## src/rtl/seg_pkg.sv

```systemverilog
// Shared definitions for the seven-segment display controller: active-low glyphs,
// controller state encoding and small helper functions.
package seg_pkg;

  localparam logic [7:0] SEG_0     = 8'hC0;
  localparam logic [7:0] SEG_1     = 8'hF9;
  localparam logic [7:0] SEG_2     = 8'hA4;
  localparam logic [7:0] SEG_3     = 8'hB0;
  localparam logic [7:0] SEG_4     = 8'h99;
  localparam logic [7:0] SEG_5     = 8'h92;
  localparam logic [7:0] SEG_6     = 8'h82;
  localparam logic [7:0] SEG_7     = 8'hF8;
  localparam logic [7:0] SEG_8     = 8'h80;
  localparam logic [7:0] SEG_9     = 8'h90;
  localparam logic [7:0] SEG_A     = 8'h88;
  localparam logic [7:0] SEG_B     = 8'h83;
  localparam logic [7:0] SEG_C     = 8'hC6;
  localparam logic [7:0] SEG_D     = 8'hA1;
  localparam logic [7:0] SEG_E     = 8'h86;
  localparam logic [7:0] SEG_F     = 8'h8E;
  localparam logic [7:0] SEG_MINUS = 8'hBF;
  localparam logic [7:0] SEG_BLANK = 8'hFF;
  // AND mask that lights the decimal point (bit 7 is active-low).
  localparam logic [7:0] SEG_DP_N  = 8'h7F;

  typedef enum logic [1:0] {
    IDLE,
    CONVERT,
    FORMAT
  } state_e;

  function automatic logic [7:0] nibble_to_seg(input logic [3:0] nib);
    case (nib)
      4'h0: return SEG_0;
      4'h1: return SEG_1;
      4'h2: return SEG_2;
      4'h3: return SEG_3;
      4'h4: return SEG_4;
      4'h5: return SEG_5;
      4'h6: return SEG_6;
      4'h7: return SEG_7;
      4'h8: return SEG_8;
      4'h9: return SEG_9;
      4'hA: return SEG_A;
      4'hB: return SEG_B;
      4'hC: return SEG_C;
      4'hD: return SEG_D;
      4'hE: return SEG_E;
      default: return SEG_F;
    endcase
  endfunction

  // ceil(w * log10(2)) in integer arithmetic; exact for the supported widths.
  function automatic int bcd_digits(input int w);
    return (w * 30103 + 99999) / 100000;
  endfunction

endpackage

```

## src/rtl/bin2bcd_iter.sv

```systemverilog
// Iterative binary-to-BCD converter (shift-add-3), one input bit per clock.
// done_o is high during the cycle whose closing edge performs the final shift.
module bin2bcd_iter
  import seg_pkg::*;
#(
  parameter int WIDTH      = 16,
  parameter int BCD_DIGITS = 5
) (
  input  logic                    clk,
  input  logic                    reset,
  input  logic                    start_i,
  input  logic [WIDTH-1:0]        bin_i,
  output logic                    done_o,
  output logic [4*BCD_DIGITS-1:0] bcd_o
);

  localparam int SRW = 4 * BCD_DIGITS + WIDTH;
  localparam int CW  = $clog2(WIDTH + 1);

  logic [SRW-1:0] sr_q, sr_d, adj;
  logic [CW-1:0]  cnt_q, cnt_d;
  logic           run_q, run_d;

  always_comb begin
    // NOTE: every variable written here gets a default first, so no path can infer a latch.
    adj   = sr_q;
    sr_d  = sr_q;
    cnt_d = cnt_q;
    run_d = run_q;
    for (int d = 0; d < BCD_DIGITS; d++) begin
      if (sr_q[WIDTH+4*d +: 4] >= 4'd5) adj[WIDTH+4*d +: 4] = sr_q[WIDTH+4*d +: 4] + 4'd3;
    end
    if (start_i) begin
      sr_d  = SRW'(bin_i);
      cnt_d = CW'(WIDTH);
      run_d = 1'b1;
    end else if (run_q) begin
      sr_d  = {adj[SRW-2:0], 1'b0};
      cnt_d = cnt_q - 1'b1;
      run_d = (cnt_q != CW'(1));
    end
  end

  always_ff @(posedge clk) begin
    // NOTE: sequential state uses <= so every register samples pre-edge values.
    if (reset) begin
      sr_q  <= '0;
      cnt_q <= '0;
      run_q <= 1'b0;
    end else begin
      sr_q  <= sr_d;
      cnt_q <= cnt_d;
      run_q <= run_d;
    end
  end

  assign done_o = run_q && (cnt_q == CW'(1));
  assign bcd_o  = sr_q[SRW-1:WIDTH];

endmodule

```

## src/rtl/seg_display_ctrl.sv

```systemverilog
// Multi-digit active-low seven-segment driver: captures a value on load, converts
// it (decimal or hex), formats the glyph pattern, commits it and applies blink.
module seg_display_ctrl
  import seg_pkg::*;
#(
  parameter int DIGITS    = 6,
  parameter int WIDTH     = 16,
  parameter int BLINK_DIV = 25000000
) (
  input  logic                  clk,
  input  logic                  reset,
  input  logic                  load,
  input  logic [WIDTH-1:0]      value,
  input  logic                  is_signed,
  input  logic                  hex_mode,
  input  logic [DIGITS-1:0]     dp_mask,
  input  logic                  blink_en,
  output logic                  busy,
  output logic                  done,
  output logic [8*DIGITS-1:0]   hex_out
);

  localparam int BCD_DIGITS = bcd_digits(WIDTH);
  localparam int NIBBLES    = (WIDTH + 3) / 4;
  localparam int DPAD       = (DIGITS > BCD_DIGITS) ? DIGITS : BCD_DIGITS;
  localparam int BEXT       = 4 * DPAD;
  localparam int VEXT       = 4 * (DIGITS + NIBBLES);
  localparam int BCW        = (BLINK_DIV > 1) ? $clog2(BLINK_DIV) : 1;

  state_e                  state_q, state_d;
  logic                    built_q, built_d;
  logic                    accept, commit;
  logic                    neg_in, neg_q, hex_q, done_q;
  logic [WIDTH-1:0]        mag, value_q;
  logic [DIGITS-1:0]       dp_q;
  logic [8*DIGITS-1:0]     pat_d, pat_q, disp_q;
  logic                    conv_last;
  logic [4*BCD_DIGITS-1:0] bcd;
  logic [BEXT-1:0]         bcd_ext;
  logic [VEXT-1:0]         vext;
  int                      nsig;
  logic                    ovf;
  logic [7:0]              glyph;
  logic [BCW-1:0]          blink_cnt_q;
  logic                    blink_on_q;

  // Negation is held WIDTH bits unsigned, so the most negative input stays exact.
  assign neg_in = is_signed & value[WIDTH-1] & ~hex_mode;
  assign mag    = neg_in ? (~value + 1'b1) : value;

  bin2bcd_iter #(
    .WIDTH      (WIDTH),
    .BCD_DIGITS (BCD_DIGITS)
  ) u_bin2bcd (
    .clk     (clk),
    .reset   (reset),
    .start_i (accept & ~hex_mode),
    .bin_i   (mag),
    .done_o  (conv_last),
    .bcd_o   (bcd)
  );

  always_comb begin
    state_d = state_q;
    built_d = built_q;
    accept  = 1'b0;
    commit  = 1'b0;
    case (state_q)
      IDLE: begin
        if (load) begin
          accept  = 1'b1;
          built_d = 1'b0;
          state_d = hex_mode ? FORMAT : CONVERT;
        end
      end
      CONVERT: if (conv_last) state_d = FORMAT;
      FORMAT: begin
        // First FORMAT cycle registers the pattern; the second commits it.
        if (!built_q) begin
          built_d = 1'b1;
        end else begin
          commit  = 1'b1;
          built_d = 1'b0;
          state_d = IDLE;
        end
      end
      default: state_d = IDLE;
    endcase
  end

  always_comb begin
    bcd_ext = BEXT'(bcd);
    vext    = VEXT'(value_q);
    nsig    = 1;
    for (int i = 1; i < BCD_DIGITS; i++) begin
      if (bcd_ext[4*i +: 4] != 4'd0) nsig = i + 1;
    end
    if (hex_q) ovf = |(vext >> (4 * DIGITS));
    else       ovf = (nsig + int'(neg_q)) > DIGITS;
    pat_d = '1;
    glyph = SEG_BLANK;
    for (int i = 0; i < DIGITS; i++) begin
      if (hex_q)                     glyph = (i < NIBBLES) ? nibble_to_seg(vext[4*i +: 4]) : SEG_BLANK;
      else if (i < nsig)             glyph = nibble_to_seg(bcd_ext[4*i +: 4]);
      else if (neg_q && (i == nsig)) glyph = SEG_MINUS;
      else                           glyph = SEG_BLANK;
      if (ovf)           glyph = SEG_F;
      else if (dp_q[i])  glyph = glyph & SEG_DP_N;
      pat_d[8*i +: 8] = glyph;
    end
  end

  always_ff @(posedge clk) begin
    if (reset) begin
      state_q <= IDLE;
      built_q <= 1'b0;
      done_q  <= 1'b0;
      value_q <= '0;
      neg_q   <= 1'b0;
      hex_q   <= 1'b0;
      dp_q    <= '0;
      pat_q   <= '1;
      disp_q  <= '1;
    end else begin
      state_q <= state_d;
      built_q <= built_d;
      done_q  <= commit;
      if (accept) begin
        value_q <= value;
        neg_q   <= neg_in;
        hex_q   <= hex_mode;
        dp_q    <= dp_mask;
      end
      if (state_q == FORMAT && !built_q) pat_q <= pat_d;
      if (commit) disp_q <= pat_q;
    end
  end

  always_ff @(posedge clk) begin
    if (reset) begin
      blink_cnt_q <= '0;
      blink_on_q  <= 1'b1;
    end else if (blink_cnt_q == BCW'(BLINK_DIV - 1)) begin
      blink_cnt_q <= '0;
      blink_on_q  <= ~blink_on_q;
    end else begin
      blink_cnt_q <= blink_cnt_q + 1'b1;
    end
  end

  assign busy    = (state_q != IDLE);
  assign done    = done_q;
  assign hex_out = (blink_en && !blink_on_q) ? '1 : disp_q;

endmodule

```

## config.mk

```make
export PLATFORM = sky130hd
export DESIGN_NAME = seg_display_ctrl
export DESIGN_NICKNAME = d
export VERILOG_FILES = /design/src/rtl/seg_pkg.sv /design/src/rtl/bin2bcd_iter.sv /design/src/rtl/seg_display_ctrl.sv
export SDC_FILE = /design/constraint.sdc
export NUM_CORES = 1
export LEC_CHECK = 0
export ABC_AREA = 1
export CORE_MARGIN = 2
export CORE_UTILIZATION = 59
export DETAILED_ROUTE_END_ITERATION = 8
export GPL_TIMING_DRIVEN = 0
export PLACE_DENSITY = 0.79
export SLEW_MARGIN = 20
export SYNTH_ARGS = -nofsm -noshare
export SYNTH_HDL_FRONTEND = slang
export SYNTH_SLANG_ARGS = --single-unit
```

## constraint.sdc

```tcl
create_clock -name clk -period 5.2 [get_ports clk]
set_input_delay 0.78 -clock clk [delete_from_list [all_inputs] [get_ports clk]]
set_output_delay 0.78 -clock clk [all_outputs]
set_load 0.005 [all_outputs]
```

; Yosys cells after proc, flatten, opt, wreduce, memory -nomap -nowiden
; Memories as Yosys holds them, arrays and structs flattened. A register that Yosys moved wholly into a read port is not among the register bits.
; Cells that the tools add are included.
[totals]
reg_bits = 192
rom_bits = 1008
out_inout_bits = 50
word_cells = 167
memories = 9
[memory_table]
columns = name, depth, width, read_ports, rd_clocked_by_memory_dff, write_ports, line_no
row1 = (no name shown), 16, 7, 1, 1, 0, seg_pkg.sv:33  ; case (nib)
row2 = (no name shown), 16, 7, 1, 1, 0, seg_pkg.sv:33
row3 = (no name shown), 16, 7, 1, 1, 0, seg_pkg.sv:33
row4 = (no name shown), 16, 7, 1, 1, 0, seg_pkg.sv:33
row5 = (no name shown), 16, 7, 1, 1, 0, seg_pkg.sv:33
row6 = (no name shown), 16, 7, 1, 1, 0, seg_pkg.sv:33
row7 = +3 memories, n/a, n/a, n/a, n/a, n/a, n/a
[op_classes]
add_sub_neg = 9
order_cmp = 12
eq_ne = 13
mux = 78
n_bitwise = 6
reduce_logical = 24
[op_table]
columns = operator, count
row1 = two-way mux 8 bit, 22
row2 = two-way mux 32 bit, 3
row3 = two-way mux 4 bit, 22
row4 = equality test 3 x 32 -> 1 bit (first input constant), 2
row5 = equality test 4 x 32 -> 1 bit (first input constant), 2
row6 = less-than comparator 3 x 32 -> 1 bit (first input constant), 2
row7 = less-than comparator 4 x 32 -> 1 bit (first input constant), 2
row8 = two-way mux 7 bit, 8
row9 = two-way mux 16 bit, 3
row10 = two-way mux 48 bit, 1
row11 = adder 32 x 2 -> 32 bit, 1
row12 = equality test 2 x 32 -> 1 bit (first input constant), 1
row13 = greater-than comparator 32 x 4 -> 1 bit (second input constant), 1
row14 = zero test 32 bit, 1
row15 = less-than comparator 1 x 32 -> 1 bit (first input constant), 1
row16 = less-than comparator 2 x 32 -> 1 bit (first input constant), 1
row17 = adder 25 x 1 -> 25 bit (second input constant), 1
row18 = equality test 25 bit (second input constant), 1
row19 = >= comparator 4 x 3 -> 1 bit (second input constant), 5
row20 = adder 16 x 1 -> 16 bit (second input constant), 1
row21 = adder 4 x 2 -> 4 bit (second input constant), 4
row22 = inverter 16 bit, 1
row23 = nonzero test 4 bit, 4
row24 = two-way mux 2 bit, 5
row25 = other kinds (21), 47

; Logic depth before layout (Yosys ltp)
[depth]
depth_word = 12
mapped_depth = 17

; Modules after synthesis
; Synthesis repeated with hierarchy kept, for this count alone.
[hier_totals]
hier_cells = 1675
area_unflattened_um2 = 11562.3
[modules_own_cells]
columns = module, n_inst, cells_per_inst, area_per_inst_um2, seq_area_each_um2
row1 = seg_display_ctrl, 1, 1360, 9308.9, 3403.3
row2 = bin2bcd_iter, 1, 315, 2253.4, 840.8

; Worst setup path before layout
; OpenSTA, ideal clock, no wires.
[synth_path]
path_type = input to output
from = input port blink_en
to = output port hex_out[42]
arrival_time_ns = 1.506
setup_slack_ns = 2.914
path_stages = 4
path_buffers = 2
path_cell_list = nand2_1 clkbuf_1 nand2_1 buf_4
[synth_via]
elab_chain_cells = 2
[synth_lines]
columns = item, line_no
row1 = start: declaration, seg_display_ctrl.sv:17  ; input logic blink_en,
row2 = logical AND 1 bit, seg_display_ctrl.sv:153  ; assign hex_out = (blink_en && !blink_on_q) ? '1 : disp_q;
row3 = two-way mux 48 bit, seg_display_ctrl.sv:153
row4 = end: declaration, seg_display_ctrl.sv:20  ; output logic [8*DIGITS-1:0] hex_out
; No other way between the ends.

; Worst setup path after layout
[layout_path]
from = input port blink_en
to = output port hex_out[12]
; Same word-level chain as after synthesis.

==> impl_results.md <==
* Routed vias at 11,550
* Slew at the pin closest to its max-slew limit at ~0.67 ns
* Gates resized, CTS repair at 0
* Required time of the critical path at 4.42 ns
* Die Height at approximately 150 um
* Dominant cell type by area after synthesis: sky130_fd_sc_hd__dfxtp_1
* Data arrival time of the worst path at approximately 2.6 ns
* Library cell used as clock root buffer: sky130_fd_sc_hd__clkbuf_16
* Number of global-route vias before repair at about 11,000
* Main area contributors after synthesis: sky130_fd_sc_hd__dfxtp_1, sky130_fd_sc_hd__nand2_1, sky130_fd_sc_hd__inv_1
* Total iterations of the first detailed-routing run at 7
* End point of the critical path: hex_out[12]
* Max-slew violation count at 0
* Number of antenna diodes at 0
* Placement row count at 53
* Peak supply drop at between 0.0002 and 0.00025 V
* Time the worst path needs with I/O delays and setup at roughly 3.4 ns
* Clk sinks at around 250
* Area taken by flip-flops and latches at slightly below 5000 um^2
* Crit path kind: primary input to output port
* Top routing layer in use: met4
* Cells on worst reg2reg path at 14
* H-tree lvl count at 1
* Proportion of layout cells with a drive suffix above 1 at between 7 and 8%
* R2R Path Start: state_q[1]
* Length of routed met3 wiring at 2.000 mm
* Placeable core region at 20,820 um^2
* Kind of launch point of the worst setup path: primary input
* Hold path start: pat_q[43]
* Number of warnings issued by yosys at 0
* Clock network latency to the later pin of the worst-skew pair at roughly 0.54 ns
* Multi-input logic area at between 6000 and 7000 um^2
* Total wire length after detailed routing at 32.22 mm
* Power per unit of standard cell area at 328.6 nW/um^2
* Filler-free cell count of the finished design at between 2,000 and 2,500
* TritonCTS clock tree: yes
* Maximum number of pins on one net before global-route repair at 14
* Residual antenna-violating net count after detailed routing at 0
* Endpoint class of the critical path: output port
* Worst hold-check path type: register to register
* Routability Congestion at 0.9465
* Final #Nets at around 2,000
* Chip Width at 149.1 um
* Top-area cell type share of the netlist area at about two fifths
* Non-Filler Cell Area, Final at between 10,000 and 15,000 um^2
* Worst-case headroom to the max-slew limit at 55.27%
* DRC violation count after routing at 0
* Post-CTS setup-driven buffer insertion count at 0
* Count of placed standard cells including taps at about 2,100
* Post-CTS clock slew at the launch and capture registers of the worst setup and hold paths at approximately 0.06 ns
* Number of input and output port buffers inserted at 76
* Final setup viols at 0
* Overall die area at 22,220 um^2
* Number of DRC markers after the initial detailed-route iteration at ~800
* Count of final hold-check violations at 0
* Post-Route Skew at around 0.026 ns
* Number of top-level pins at ~80
* Remaining Overflow, GRT at 0
* Antenna violations before repair at 0
* Met2 routed wirelength at between 10 and 15 mm
* Synth unique cells at 44
* Share of synthesized area occupied by flip-flops and latches at 39.83%
* Post-synthesis to final-layout area growth at 16.01%
* Post-Syn Area per Cell at 7.049 um^2
* Number of inserted filler cells in the final layout at approximately 1,800
* Maximum frequency from static timing analysis at 297.8 MHz
* Number of instances in the synthesized netlist at about 1,800
* Final HPWL DP at 24.21 mm
* Cts-stage hold buffer count at 0
* Cts bufs inserted at 26
* All-layer global routing usage at between 20 and 30%
* TNS Setup at 0 ns
* Run status: complete, no violations
* Standard cell area after detailed placement at 13,520 um^2
* DRT met1 WL at 14.31 mm
* Global-route wire length before repair at between 50 and 60 mm
* Setup repair after global routing missed its margin: false
* Initial core utilization at 59.61%
* Number of maximum-capacitance violations at 0
* Mean number of vias per cell at between 5 and 6
* Final worst path period share at approximately 65%
* Largest fanout on the critical path at 10
* Clock tree buffer depth at 3
* Combined area of all synthesized cells at around 12,000 um^2
* Hold depth at 2
* R2R Setup Slk at around 2.8 ns
* Static Leakage at about 7.1 nW
* Post-synthesis net count at 1,858
* Synth Register Bits at 247
* Average detailed-routed wire length per instance at between 10 and 15 um
* Start point of the critical path: blink_en
==> worst min path at each step <==
| stage | slack, ns | to |
|---|---|---|
| 3_3_place_gp | 0.41 | pat_q[45] |
| 2_1_floorplan | 0.40 | pat_q[43] |
| 6_report | 0.43 | pat_q[43] |
| 3_5_place_dp | 0.41 | pat_q[43] |
| 4_1_cts | 0.43 | pat_q[43] |
| 5_1_grt | 0.44 | pat_q[43] |
==> area by class of cell <==
| type | count | share of cell area, % |
|---|---|---|
| multi-input cells | 1194 | 42.93 |
| plain buffers | 65 | 2.268 |
| clock buffers | 38 | 5.526 |
| well taps | 275 | 2.389 |
| clock inverters | 8 | 0.5995 |
| flip-flops and latches | 247 | 34.34 |
| repair buffers | 76 | 5.283 |
| inverters | 255 | 6.664 |
==> cells in the final DEF (no fill, tap or decap), types with 5 or more instances in the layout <==
cell / synthesis / layout
sky130_fd_sc_hd__nand2_1: 497 / 497
sky130_fd_sc_hd__dfxtp_1: 247 / 247
sky130_fd_sc_hd__inv_1: 239 / 239
sky130_fd_sc_hd__nand3_1: 144 / 144
sky130_fd_sc_hd__nor2_1: 131 / 131
sky130_fd_sc_hd__o21ai_0: 78 / 78
sky130_fd_sc_hd__clkdlybuf4s50_1: 0 / 76
sky130_fd_sc_hd__ha_1: 69 / 69
sky130_fd_sc_hd__a21oi_1: 61 / 61
sky130_fd_sc_hd__a22oi_1: 45 / 45
sky130_fd_sc_hd__nor3_1: 35 / 35
sky130_fd_sc_hd__buf_2: 30 / 30
sky130_fd_sc_hd__clkbuf_1: 25 / 27
sky130_fd_sc_hd__clkbuf_16: 0 / 26
sky130_fd_sc_hd__nand4_1: 25 / 25
sky130_fd_sc_hd__o211ai_1: 18 / 18
sky130_fd_sc_hd__inv_2: 14 / 14
sky130_fd_sc_hd__clkbuf_8: 0 / 10
sky130_fd_sc_hd__xor2_1: 9 / 9
sky130_fd_sc_hd__buf_4: 8 / 8
sky130_fd_sc_hd__or2_2: 8 / 8
sky130_fd_sc_hd__a32oi_1: 7 / 7
sky130_fd_sc_hd__o21ai_1: 6 / 6
sky130_fd_sc_hd__a31oi_1: 6 / 6
sky130_fd_sc_hd__nand3b_1: 6 / 6
sky130_fd_sc_hd__o221ai_1: 6 / 6
sky130_fd_sc_hd__nor2_2: 5 / 5
sky130_fd_sc_hd__o22ai_1: 5 / 5
==> stage by stage <==
step                utilization (%)  hold WS [ns]  setup WS (ns)  total power, mW
finish                        69.16        0.4292          1.842            4.732
global route                  69.16        0.4373          1.684            4.927
floorplan                         -        0.3998          2.914            2.664
global placement              64.92        0.4089          1.805            2.870
detailed placement            64.92        0.4146          1.855            2.891
CTS                           69.16        0.4288          1.844            4.739
==> power by group <==
part	total (mW)	internal, mW	switching [mW]
logic	0.759	0.242	0.518
registers	2.11	2.05	0.0600
clock network	1.86	1.11	0.752
==> synth_stat cells (all sizes together) <==
cell and count:
a21boi 1, inv 254, nor3 42, o21a 1, xor2 9, a41oi 1, nand3 149, o211ai 18
nand3b 6, nor4 3, a31oi 6, o221ai 6, nand4 25, a21oi 61, or2 9, xnor2 4
o22ai 5, nand2 502, a22oi 45, o31ai 1, o21ai 85, nor2 138, clkinv 1, clkbuf 25
ha 69, dfxtp 247, buf 40, a32oi 7, o21bai 1
==> critical path, cell delays in order <==
cell	delay, ns
sky130_fd_sc_hd__clkdlybuf4s50_1	0.41
sky130_fd_sc_hd__nand2_1	0.25
sky130_fd_sc_hd__clkbuf_1	0.44
sky130_fd_sc_hd__nand2_1	0.20
sky130_fd_sc_hd__clkdlybuf4s50_1	0.50
==> cell families after synthesis <==
| group | Yosys count | share of synthesized area, % |
|---|---|---|
| simple gates | 874 | 30.38 |
| compound gates | 238 | 11.55 |
| buf+inv | 320 | 10.36 |
| fa+ha+maj | 69 | 6.955 |
| xor+xnor | 13 | 0.9173 |
| flops | 247 | 39.83 |
==> metal layers <==
layer  GRT usage [%]  vias up
met2           48.94      350
met3           3.394       74
met4           10.52        0
li1                -     5856
met5               0        -
met1           37.73     5273
Note: power is estimated with default switching activity, not from simulation.
